--- config.mk ---
export PLATFORM = sky130hd
export DESIGN_NAME = adc_spi_responder
export DESIGN_NICKNAME = d
export VERILOG_FILES = /design/src/rtl/adc_pkg.sv /design/src/rtl/sync_edge.sv /design/src/rtl/adc_spi_responder.sv
export SDC_FILE = /design/constraint.sdc
export NUM_CORES = 1
export LEC_CHECK = 0
export ABC_CLOCK_PERIOD_IN_PS = 1550
export BUFFER_PORTS_ARGS = -buffer_cell sky130_fd_sc_hd__buf_2
export CORE_ASPECT_RATIO = 0.7
export CORE_MARGIN = 5
export CORE_UTILIZATION = 30
export DETAILED_ROUTE_END_ITERATION = 10
export PLACE_DENSITY = 0.43
export SLEW_MARGIN = 20
export SYNTH_ARGS = -nofsm -noshare
export SYNTH_HDL_FRONTEND = slang
export SYNTH_SLANG_ARGS = --single-unit
--- constraint.sdc ---
create_clock -name clk -period 1.55 [get_ports clk]
set_input_delay 0.0775 -clock clk [delete_from_list [all_inputs] [get_ports clk]]
set_output_delay 0.0775 -clock clk [all_outputs]
set_load 0.005 [all_outputs]
--- src/rtl/adc_pkg.sv ---
// Shared constants, control-word field positions, FSM states and output coding
// for the serial ADC responder.
package adc_pkg;

  localparam int FRAME_BITS  = 16;
  localparam int CTRL_BITS   = 12;

  localparam int CTRL_WRITE  = 11;
  localparam int CTRL_SEQ    = 10;
  localparam int CTRL_ADD_HI = 8;
  localparam int CTRL_ADD_LO = 6;
  localparam int CTRL_PM_HI  = 5;
  localparam int CTRL_PM_LO  = 4;
  localparam int CTRL_SHADOW = 3;
  localparam int CTRL_RANGE  = 1;
  localparam int CTRL_CODING = 0;

  localparam logic [CTRL_BITS-1:0] CTRL_RESET = 12'h001;

  typedef enum logic [1:0] {
    IDLE  = 2'd0,
    SHIFT = 2'd1,
    DONE  = 2'd2
  } state_t;

  // CODING=1 sends straight binary, CODING=0 flips the MSB for two's complement.
  function automatic logic [11:0] code_sample(input logic [11:0] sample, input logic coding);
    return coding ? sample : (sample ^ 12'h800);
  endfunction

endpackage

--- src/rtl/sync_edge.sv ---
// Multi-flop synchronizer for one asynchronous pin, with single-cycle rise and
// fall pulses derived from the synchronized level.
module sync_edge #(
  parameter int   STAGES  = 2,
  parameter logic RST_VAL = 1'b0
) (
  input  logic clk,
  input  logic reset,
  input  logic i_async,
  output logic o_sync,
  output logic o_rise,
  output logic o_fall
);

  logic [STAGES-1:0] r_chain;
  logic              r_prev;

  always_ff @(posedge clk) begin
    if (reset) begin
      r_chain <= {STAGES{RST_VAL}};
      r_prev  <= RST_VAL;
    end else begin
      r_chain <= {r_chain[STAGES-2:0], i_async};
      r_prev  <= r_chain[STAGES-1];
    end
  end

  assign o_sync = r_chain[STAGES-1];
  assign o_rise = r_chain[STAGES-1] & ~r_prev;
  assign o_fall = ~r_chain[STAGES-1] & r_prev;

endmodule

--- src/rtl/adc_spi_responder.sv ---
// Device-side emulator of an 8-channel 12-bit serial ADC: decodes the control
// word, pipelines the channel address by one frame and returns coded samples.
module adc_spi_responder
  import adc_pkg::*;
#(
  parameter int SYNC_STAGES = 2,
  parameter int NUM_CH      = 8,
  parameter int DATA_W      = 12
) (
  input  logic              clk,
  input  logic              reset,
  input  logic              adc_cs,
  input  logic              adc_sclk,
  input  logic              adc_din,
  output logic              adc_dout,
  input  logic              wr_en,
  input  logic [2:0]        wr_addr,
  input  logic [DATA_W-1:0] wr_data,
  output logic [11:0]       ctrl_word,
  output logic [2:0]        cur_addr,
  output logic              frame_done,
  output logic              frame_abort,
  output logic [1:0]        dbg_state
);

  logic w_cs_sync, w_cs_rise, w_cs_fall;
  logic w_sclk_sync, w_sclk_rise, w_sclk_fall;
  logic w_din_sync, w_din_rise, w_din_fall;

  // CS flops reset low so a pin already low at reset release is not seen as a fall.
  sync_edge #(.STAGES(SYNC_STAGES), .RST_VAL(1'b0)) u_sync_cs (
    .clk(clk), .reset(reset), .i_async(adc_cs),
    .o_sync(w_cs_sync), .o_rise(w_cs_rise), .o_fall(w_cs_fall)
  );

  sync_edge #(.STAGES(SYNC_STAGES), .RST_VAL(1'b1)) u_sync_sclk (
    .clk(clk), .reset(reset), .i_async(adc_sclk),
    .o_sync(w_sclk_sync), .o_rise(w_sclk_rise), .o_fall(w_sclk_fall)
  );

  sync_edge #(.STAGES(SYNC_STAGES), .RST_VAL(1'b0)) u_sync_din (
    .clk(clk), .reset(reset), .i_async(adc_din),
    .o_sync(w_din_sync), .o_rise(w_din_rise), .o_fall(w_din_fall)
  );

  state_t                r_state, w_state_next;
  logic [DATA_W-1:0]     r_sample [NUM_CH];
  logic [CTRL_BITS-1:0]  r_ctrl;
  logic [2:0]            r_cur_addr;
  logic [FRAME_BITS-1:0] r_dout_sr;
  logic [14:0]           r_din_sr;
  logic [3:0]            r_bit_cnt;
  logic                  r_frame_done;
  logic                  r_frame_abort;
  logic                  w_done;
  logic                  w_abort;
  logic [FRAME_BITS-1:0] w_din_next;
  logic [CTRL_BITS-1:0]  w_ctrl_next;
  logic                  w_unused;

  // Word as it will stand once the current falling edge has shifted in.
  assign w_din_next  = {r_din_sr, w_din_sync};
  assign w_ctrl_next = w_din_next[FRAME_BITS-1:FRAME_BITS-CTRL_BITS];
  assign w_unused    = &{1'b0, w_cs_sync, w_sclk_sync, w_sclk_rise,
                         w_din_rise, w_din_fall, w_din_next[3:0]};

  always_ff @(posedge clk) begin
    if (reset) r_state <= IDLE;
    else       r_state <= w_state_next;
  end

  // A CS rise in the same cycle as the 16th fall still completes the frame.
  always_comb begin
    w_state_next = r_state;
    w_done       = 1'b0;
    w_abort      = 1'b0;
    case (r_state)
      IDLE:  if (w_cs_fall) w_state_next = SHIFT;
      SHIFT: begin
        if (w_sclk_fall && (r_bit_cnt == 4'd15)) begin
          w_done       = 1'b1;
          w_state_next = w_cs_rise ? IDLE : DONE;
        end else if (w_cs_rise) begin
          w_abort      = 1'b1;
          w_state_next = IDLE;
        end
      end
      DONE:  if (w_cs_rise) w_state_next = IDLE;
      default: w_state_next = IDLE;
    endcase
  end

  always_comb begin
    adc_dout = 1'b0;
    if (r_state == SHIFT) adc_dout = r_dout_sr[FRAME_BITS-1];
  end

  always_ff @(posedge clk) begin
    if (reset) begin
      for (int i = 0; i < NUM_CH; i++) r_sample[i] <= '0;
      r_ctrl        <= CTRL_RESET;
      r_cur_addr    <= 3'd0;
      r_dout_sr     <= '0;
      r_din_sr      <= '0;
      r_bit_cnt     <= 4'd0;
      r_frame_done  <= 1'b0;
      r_frame_abort <= 1'b0;
    end else begin
      r_frame_done  <= w_done;
      r_frame_abort <= w_abort;
      if (wr_en) r_sample[wr_addr] <= wr_data;
      if ((r_state == IDLE) && w_cs_fall) begin
        r_dout_sr <= {1'b0, r_cur_addr, code_sample(r_sample[r_cur_addr], r_ctrl[CTRL_CODING])};
        r_bit_cnt <= 4'd0;
      end else if ((r_state == SHIFT) && w_sclk_fall) begin
        r_din_sr  <= w_din_next[14:0];
        r_dout_sr <= {r_dout_sr[FRAME_BITS-2:0], 1'b0};
        r_bit_cnt <= r_bit_cnt + 4'd1;
      end
      if (w_done && w_ctrl_next[CTRL_WRITE]) begin
        r_ctrl     <= w_ctrl_next;
        r_cur_addr <= w_ctrl_next[CTRL_ADD_HI:CTRL_ADD_LO];
      end
    end
  end

  assign ctrl_word   = r_ctrl;
  assign cur_addr    = r_cur_addr;
  assign frame_done  = r_frame_done;
  assign frame_abort = r_frame_abort;
  assign dbg_state   = r_state;

endmodule

==> results.cfg, run 1 <==
[timing]
fmax_mhz = 625
setup_ws_ns = -0.0489
whs_ns = 0.0215
slew_violations = 0
final-hold-violation-count = 0
tightestPinTransition_ns = 0.397
grt_setup_unrepaired = true
setup-violations-final = 9
slew_headroom_pct = 73.5
clock_skew_ns = 0.0104
post-route-period-util_pct = 103
period_needed_ns = 1.60

[synthesis]
synth_compound_area_share_pct = 4.23
ys_types = 40
synth-edff-count = 96
syn_nets = 529
ys_ff_latch = 158
synth-simple-area-share_pct = 18.1
yosysWarningCount = 0
synth.avg_cell_area_um2 = 13.0
syn_area_mm2 = 0.00659
synthAdderAreaFrac_pct = 0.190
syn_inst = 507
async_flop_share_pct = 0
synth_xor_area_share_pct = 0.531
yosys_most_used_dff = edfxtp_1
muxShareOfSynthArea_pct = 11.5
ys_seq_area_share_pct = 62.5
synth_top_family_by_area = simple AND/OR/NAND/NOR gates

[cells_and_area]
n_antenna_cell = 0
utilization_pct = 37.9
drive_gt1_share_pct = 29.4
syn_to_final_growth_pct = 24.6
final_cells = 880
final_nets = 607
layout_common_cells = 96 x and2_1, 96 x edfxtp_1, 58 x dfxtp_1, 41 x nand2_1, 40 x buf_2

[power_and_ir_drop]
p_total_mw = 9.15
vdd_drop_max_mv = 0.841
leakagePower_nw = 3.05
p_per_area_mw_per_mm2 = 1110

[route]
drt-pass1-iter-count = 4
viasPerCell = 4.60
avgRoutedWirePerCell_um = 18.4
antenna_left = 0
wl_um = 16200
vias = 4052
first_iter_violations = 258
drc_errors = 0

[placement]
pre_cts_ws_ns = -0.163
place_congestion = 0.738
dp.cells = 838
io_buffers = 40
dp_hpwl_um = 10500

[worst_setup_path]
rr_endpoint = r_dout_sr[1]$_SDFFE_PP0P_
path_cells = buf_12, buf_16, buf_6, mux4_2, mux2i_1, o22ai_1
cpMaxStageDelayCell = mux4_2
path_class = flop to flop
critPathRequiredTime_ns = 1.83
reg2regPathDepth = 6
rrSetupSlack_ns = -0.05
end_kind = flop
cp_max_fo = 5
max_stage_delay_ns = 0.47
setup.worst_path.start_class = flop
cp.arrival_ns = 1.88

[cts]
cts_root_buffer = clkbuf_16
cts.sink_count = 158
cts_htree_levels = 4
insertion_delay_ns = 0.42
cts_tree = built
cts.reportedPaths.clkPinSlew_ns = 0.07
cts-buffers-inserted = 17
cts_max_path_buffers = 2

[hold_path]
whs_path_depth = 2
holdPathEnd = r_sample[0][2]$_SDFFCE_PN0P_
min-delay-start = wr_data[2]
hold_path_class = input pin to flop

[die]
coreArea_mm2 = 0.0217
row_count = 45
start_util_pct = 30.4
die_x_um = 187
dieArea_mm2 = 0.0251
io_pins = 41
die_h_um = 134

[grt]
grt_max_degree = 33
grt_pass1_vias = 4089
overflow = 0
grt_first_pass_wirelength_um = 25000
antenna_found_initial = 0
grt.total_usage_pct = 13.3

[outcome]
status = finished with violations
violations = setup timing

[flow_run]
maxCapViolCount = 0
-- metrics by stage --
| stage | TNS, ns | instance area (um2) |
|---|---|---|
| final | -0.332 | 8220 |
| after global routing | -1.03 | 8220 |
| after CTS | -0.299 | 8120 |
| after detailed placement | -0.754 | 7450 |
| after global placement | -0.664 | 7450 |
| after floorplan | 0 | 6590 |
-- sequential cells by signal, indices dropped and copies added, names as in the netlist, named ones only --
register,cells
ctrl_word,12
dbg_state,2
frame_abort,1
frame_done,1
r_bit_cnt,4
r_din_sr,15
r_dout_sr,16
r_sample,96
u_sync_cs.r_chain,2
u_sync_cs.r_prev,1
u_sync_din.r_chain,2
u_sync_sclk.r_chain,2
u_sync_sclk.r_prev,1
-- how the worst max path moves through the flow --
stage | endpoint | slack, ns | cells after the start | from
detailed placement | r_dout_sr[7]$_SDFFE_PP0P_ | -0.16 | 4 | flop
finish | r_dout_sr[1]$_SDFFE_PP0P_ | -0.05 | 6 | flop
floorplan | r_dout_sr[10]$_SDFFE_PP0P_ | 0.01 | 5 | flop
global route | r_dout_sr[11]$_SDFFE_PP0P_ | -0.13 | 5 | flop
CTS | r_dout_sr[11]$_SDFFE_PP0P_ | -0.09 | 5 | flop
global placement | r_dout_sr[7]$_SDFFE_PP0P_ | -0.17 | 4 | flop
-- cells in the mapped netlist (2+ instances only) --
library cell	n	share of area (%)
buf_2	8	0.61
nand2_1	41	2.3
o22ai_1	12	1.1
a21oi_2	3	0.40
nor3_1	5	0.38
inv_1	3	0.17
mux2i_1	22	3.3
and3_1	11	1.0
or2_2	11	1.0
nor2_1	25	1.4
edfxtp_1	96	44
dfxtp_1	62	19
nor2b_1	5	0.47
a22oi_1	3	0.34
xor2_1	2	0.27
buf_4	7	0.80
clkbuf_1	18	1.0
and2_1	96	9.1
a21oi_1	27	2.0
and3_2	2	0.23
xnor2_1	2	0.27
mux4_2	24	8.2
nand2b_1	4	0.38
nand3b_1	2	0.23
-- report_power, final --
group	total (mW)	internal, mW	switching [mW]
Combinational	0.438	0.198	0.240
Sequential	4.68	4.62	0.0551
Clock	4.03	2.24	1.79
Total	9.15	7.06	2.09
-- what timing repair did --
| action | 4_1_cts | 5_1_grt |
|---|---|---|
| endpoints found under the hold margin | 4 | 1 |
| pin swaps | 1 | 6 |
| buffers inserted | 2 | 2 |
| cloned | 1 | 1 |
| hold buffers | 3 | 1 |
| resized for setup | 9 | 11 |
| setup endpoints to repair | 12 | 30 |
-- final cells by class --
type / instances / area [um2]
multi-input cells: 311 / 2330
fillers: 2090 / 13500
clock inverters: 14 / 134
clock buffers: 18 / 429
well taps: 282 / 353
inverters: 3 / 11.3
repair buffers: 94 / 831
flip-flops and latches: 158 / 4130
-- layer usage --
metal | global-route usage, % | up-vias | routed length (um) | share of wire, %
met5 | 0 | - | 0 | 0
met4 | 3.82 | 0 | 174 | 1.1
met3 | 2.89 | 15 | 694 | 4.3
met2 | 20.5 | 69 | 7300 | 45
met1 | 19.0 | 1997 | 8020 | 50
li1 | - | 1971 | - | -
-- worst max-delay path, delay by kind of cell (launching register included) --
kind	cells	cell delay [ns]
flops	1	0.37
compound gates	1	0.09
mux	2	0.66
buf+inv	3	0.33
-- cells by family after synthesis --
family | Yosys count
AO/OA/AOI/OAI | 48
AND/OR/NAND/NOR | 212
adder cells (fa/ha/maj) | 1
buffers and inverters | 38
XOR/XNOR | 4
multiplexers | 46
flip-flops | 158
(Power assumes the default switching activity.)
==> run 2: changes to the inputs <==
- CORE_MARGIN: 5 -> unset
- GPL_TIMING_DRIVEN: unset -> 0
==> run 2 against run 1 <==
Net effect:
- the flow finishes with violations (DRC, setup timing)
- critical path depth unchanged
- first-iteration DRC count is 17% higher
- combinational power decreased by 11%
- highest routed layer unchanged
- clock power about the same
- power fell by 0.29%
- die area fell by 10%
- count of clock-buffer cells in the layout grew 3
==> results.cfg, run 2 (synthesis gave the netlist of run 1 again) <==
[worst_setup_path]
cp_max_fo = 5
reg2regPathDepth = 6
end_kind = flop
path_class = flop to flop
cp.arrival_ns = 1.95
rrSetupSlack_ns = -0.12
setup.worst_path.start_class = flop
rr_endpoint = r_dout_sr[11]$_SDFFE_PP0P_
critPathRequiredTime_ns = 1.83

[cells_and_area]
multi_input_area_mm2 = 0.00237
largest_register_ffs = 96
regArea_mm2 = 0.00413
final_cells = 867
drive_gt1_share_pct = 27.6
fill_cells = 2106
syn_to_final_growth_pct = 21.5
reg.largest.list = r_sample (96), r_dout_sr (16), r_din_sr (15)
n_antenna_cell = 0
layout_common_cells = 96 x and2_1, 96 x edfxtp_1, 58 x dfxtp_1, 45 x buf_2, 41 x nand2_1
final_nets = 600
regMostFlops = r_sample
final_cell_area_mm2 = 0.00801

[cts]
cts_tree = built
cts_max_path_buffers = 2
cts-buffers-inserted = 17
cts_root_buffer = clkbuf_16
cts.sink_count = 158
cts.reportedPaths.clkPinSlew_ns = 0.07
insertion_delay_ns = 0.43
cts_htree_levels = 4

[placement]
pre_cts_ws_ns = -0.431
io_buffers = 40
dp.cells = 823
dp_hpwl_um = 10800
place_congestion = 0.730
dpl_cell_area_mm2 = 0.00714

[hold_path]
hold_path_class = input pin to flop
min-delay-start = wr_data[5]
whs_path_depth = 2
holdPathEnd = r_sample[3][5]$_SDFFCE_PN0P_

[timing]
tightestPinTransition_ns = 0.536
grt_setup_unrepaired = true
post-route-period-util_pct = 108
slew_headroom_pct = 64.3
final.setup.tns_ns = -0.769
fmax_mhz = 598
slew_violations = 0
period_needed_ns = 1.67
setup_ws_ns = -0.122
final-hold-violation-count = 0
setup-violations-final = 12
clock_skew_ns = 0.0185

[route]
avgRoutedWirePerCell_um = 18.4
drc_errors = 4
wl_um = 16000
vias = 3995
drt-pass1-iter-count = 8
first_iter_violations = 301
viasPerCell = 4.61
antenna_left = 0

[grt]
use_met1_pct = 22.9
overflow = 0
grt_pass1_vias = 4088
grt_util_met3_pct = 3.59
antenna_found_initial = 0
grt_first_pass_wirelength_um = 24800
gr-usage-met2_pct = 21.9
grt_max_degree = 17
busiest_layer = met1
grt.total_usage_pct = 15.2

[outcome]
violations = DRC, setup timing
status = finished with violations

[flow_run]
maxCapViolCount = 0

[power_and_ir_drop]
leakagePower_nw = 2.96
p_per_area_mw_per_mm2 = 1140
p_total_mw = 9.12
vdd_drop_max_mv = 0.693

[die]
die_h_um = 126
coreArea_mm2 = 0.0211
start_util_pct = 31.2
io_pins = 41
row_count = 44
die_x_um = 179
dieArea_mm2 = 0.0226
run 2: cell types whose count changed in the layout (fill, tap and decap cells not counted), moves of 2 or more:
cell | previous run | this run
clkbuf_1 | 1 | 13
clkbuf_2 | 0 | 6
buf_12 | 13 | 3
and3_4 | 0 | 3
and3_1 | 10 | 8
buf_4 | 31 | 11
mux2i_2 | 4 | 6
clkbuf_8 | 0 | 2
a21oi_1 | 27 | 25
a21oi_2 | 3 | 5
buf_2 | 40 | 45
mux2i_1 | 16 | 14
clkinvlp_4 | 4 | 2
run 2: worst max-delay path: stages (launching register included):
cell     delay, ns
dfxtp_2       0.33
buf_8         0.14
buf_6         0.13
mux4_2        0.52
mux2i_2       0.18
xnor2_1       0.14
o22ai_1       0.08
run 2: repair_timing:
| item | CTS | global route |
|---|---|---|
| endpoints found under the hold margin | 3 | 0 |
| pin swaps | 10 | 1 |
| setup buffers | 2 | 6 |
| setup endpoints to repair | 29 | 72 |
| hold buffers | 3 | 0 |
| resized for setup | 32 | 23 |
| cloned | 1 | 1 |
run 2: stage by stage:
stage / hold slack [ns] / utilization [%]
finish: 0.0408 / 37.9
global route: 0.0457 / 37.9
global placement: 0.265 / 33.8
floorplan: 0.181 / -
detailed placement: 0.292 / 33.8
CTS: 0.0316 / 37.3
run 2: per-layer routing:
metal  wire [um]  part of all wire (%)
met5           0                     0
met1        8300                    52
met3         630                   3.9
met4          63                  0.39
met2        7000                    44
run 2: where the power goes:
group | internal [mW] | switching (mW) | leakage (nW) | total [mW]
Combinational | 0.150 | 0.240 | 1.26 | 0.390
Clock | 2.28 | 1.78 | 0.280 | 4.06
Sequential | 4.62 | 0.0493 | 1.42 | 4.67
Total | 7.05 | 2.07 | 2.96 | 9.12
run 2: area by class of cell:
| cell class | instances | share of cell area, % |
|---|---|---|
| Clock buffer | 21 | 6.01 |
| Clock inverter | 11 | 1.19 |
| Buffer | 34 | 2.94 |
| Inverter | 3 | 0.141 |
| Multi-Input combinational cell | 311 | 29.6 |
| Timing Repair Buffer | 53 | 4.22 |
| Sequential cell | 158 | 51.6 |
| Tap cell | 276 | 4.31 |
run 2: worst max path at each step:
stage	slack, ns	from	cells after the start	end
final	-0.12	flop	6	r_dout_sr[11]$_SDFFE_PP0P_
after floorplan	0.01	flop	5	r_dout_sr[10]$_SDFFE_PP0P_
after global routing	-0.20	flop	6	r_dout_sr[11]$_SDFFE_PP0P_
after CTS	-0.14	flop	6	r_dout_sr[11]$_SDFFE_PP0P_
after global placement	-0.42	flop	5	r_dout_sr[6]$_SDFFE_PP0P_
after detailed placement	-0.43	reset	6	r_sample[1][9]$_SDFFCE_PN0P_
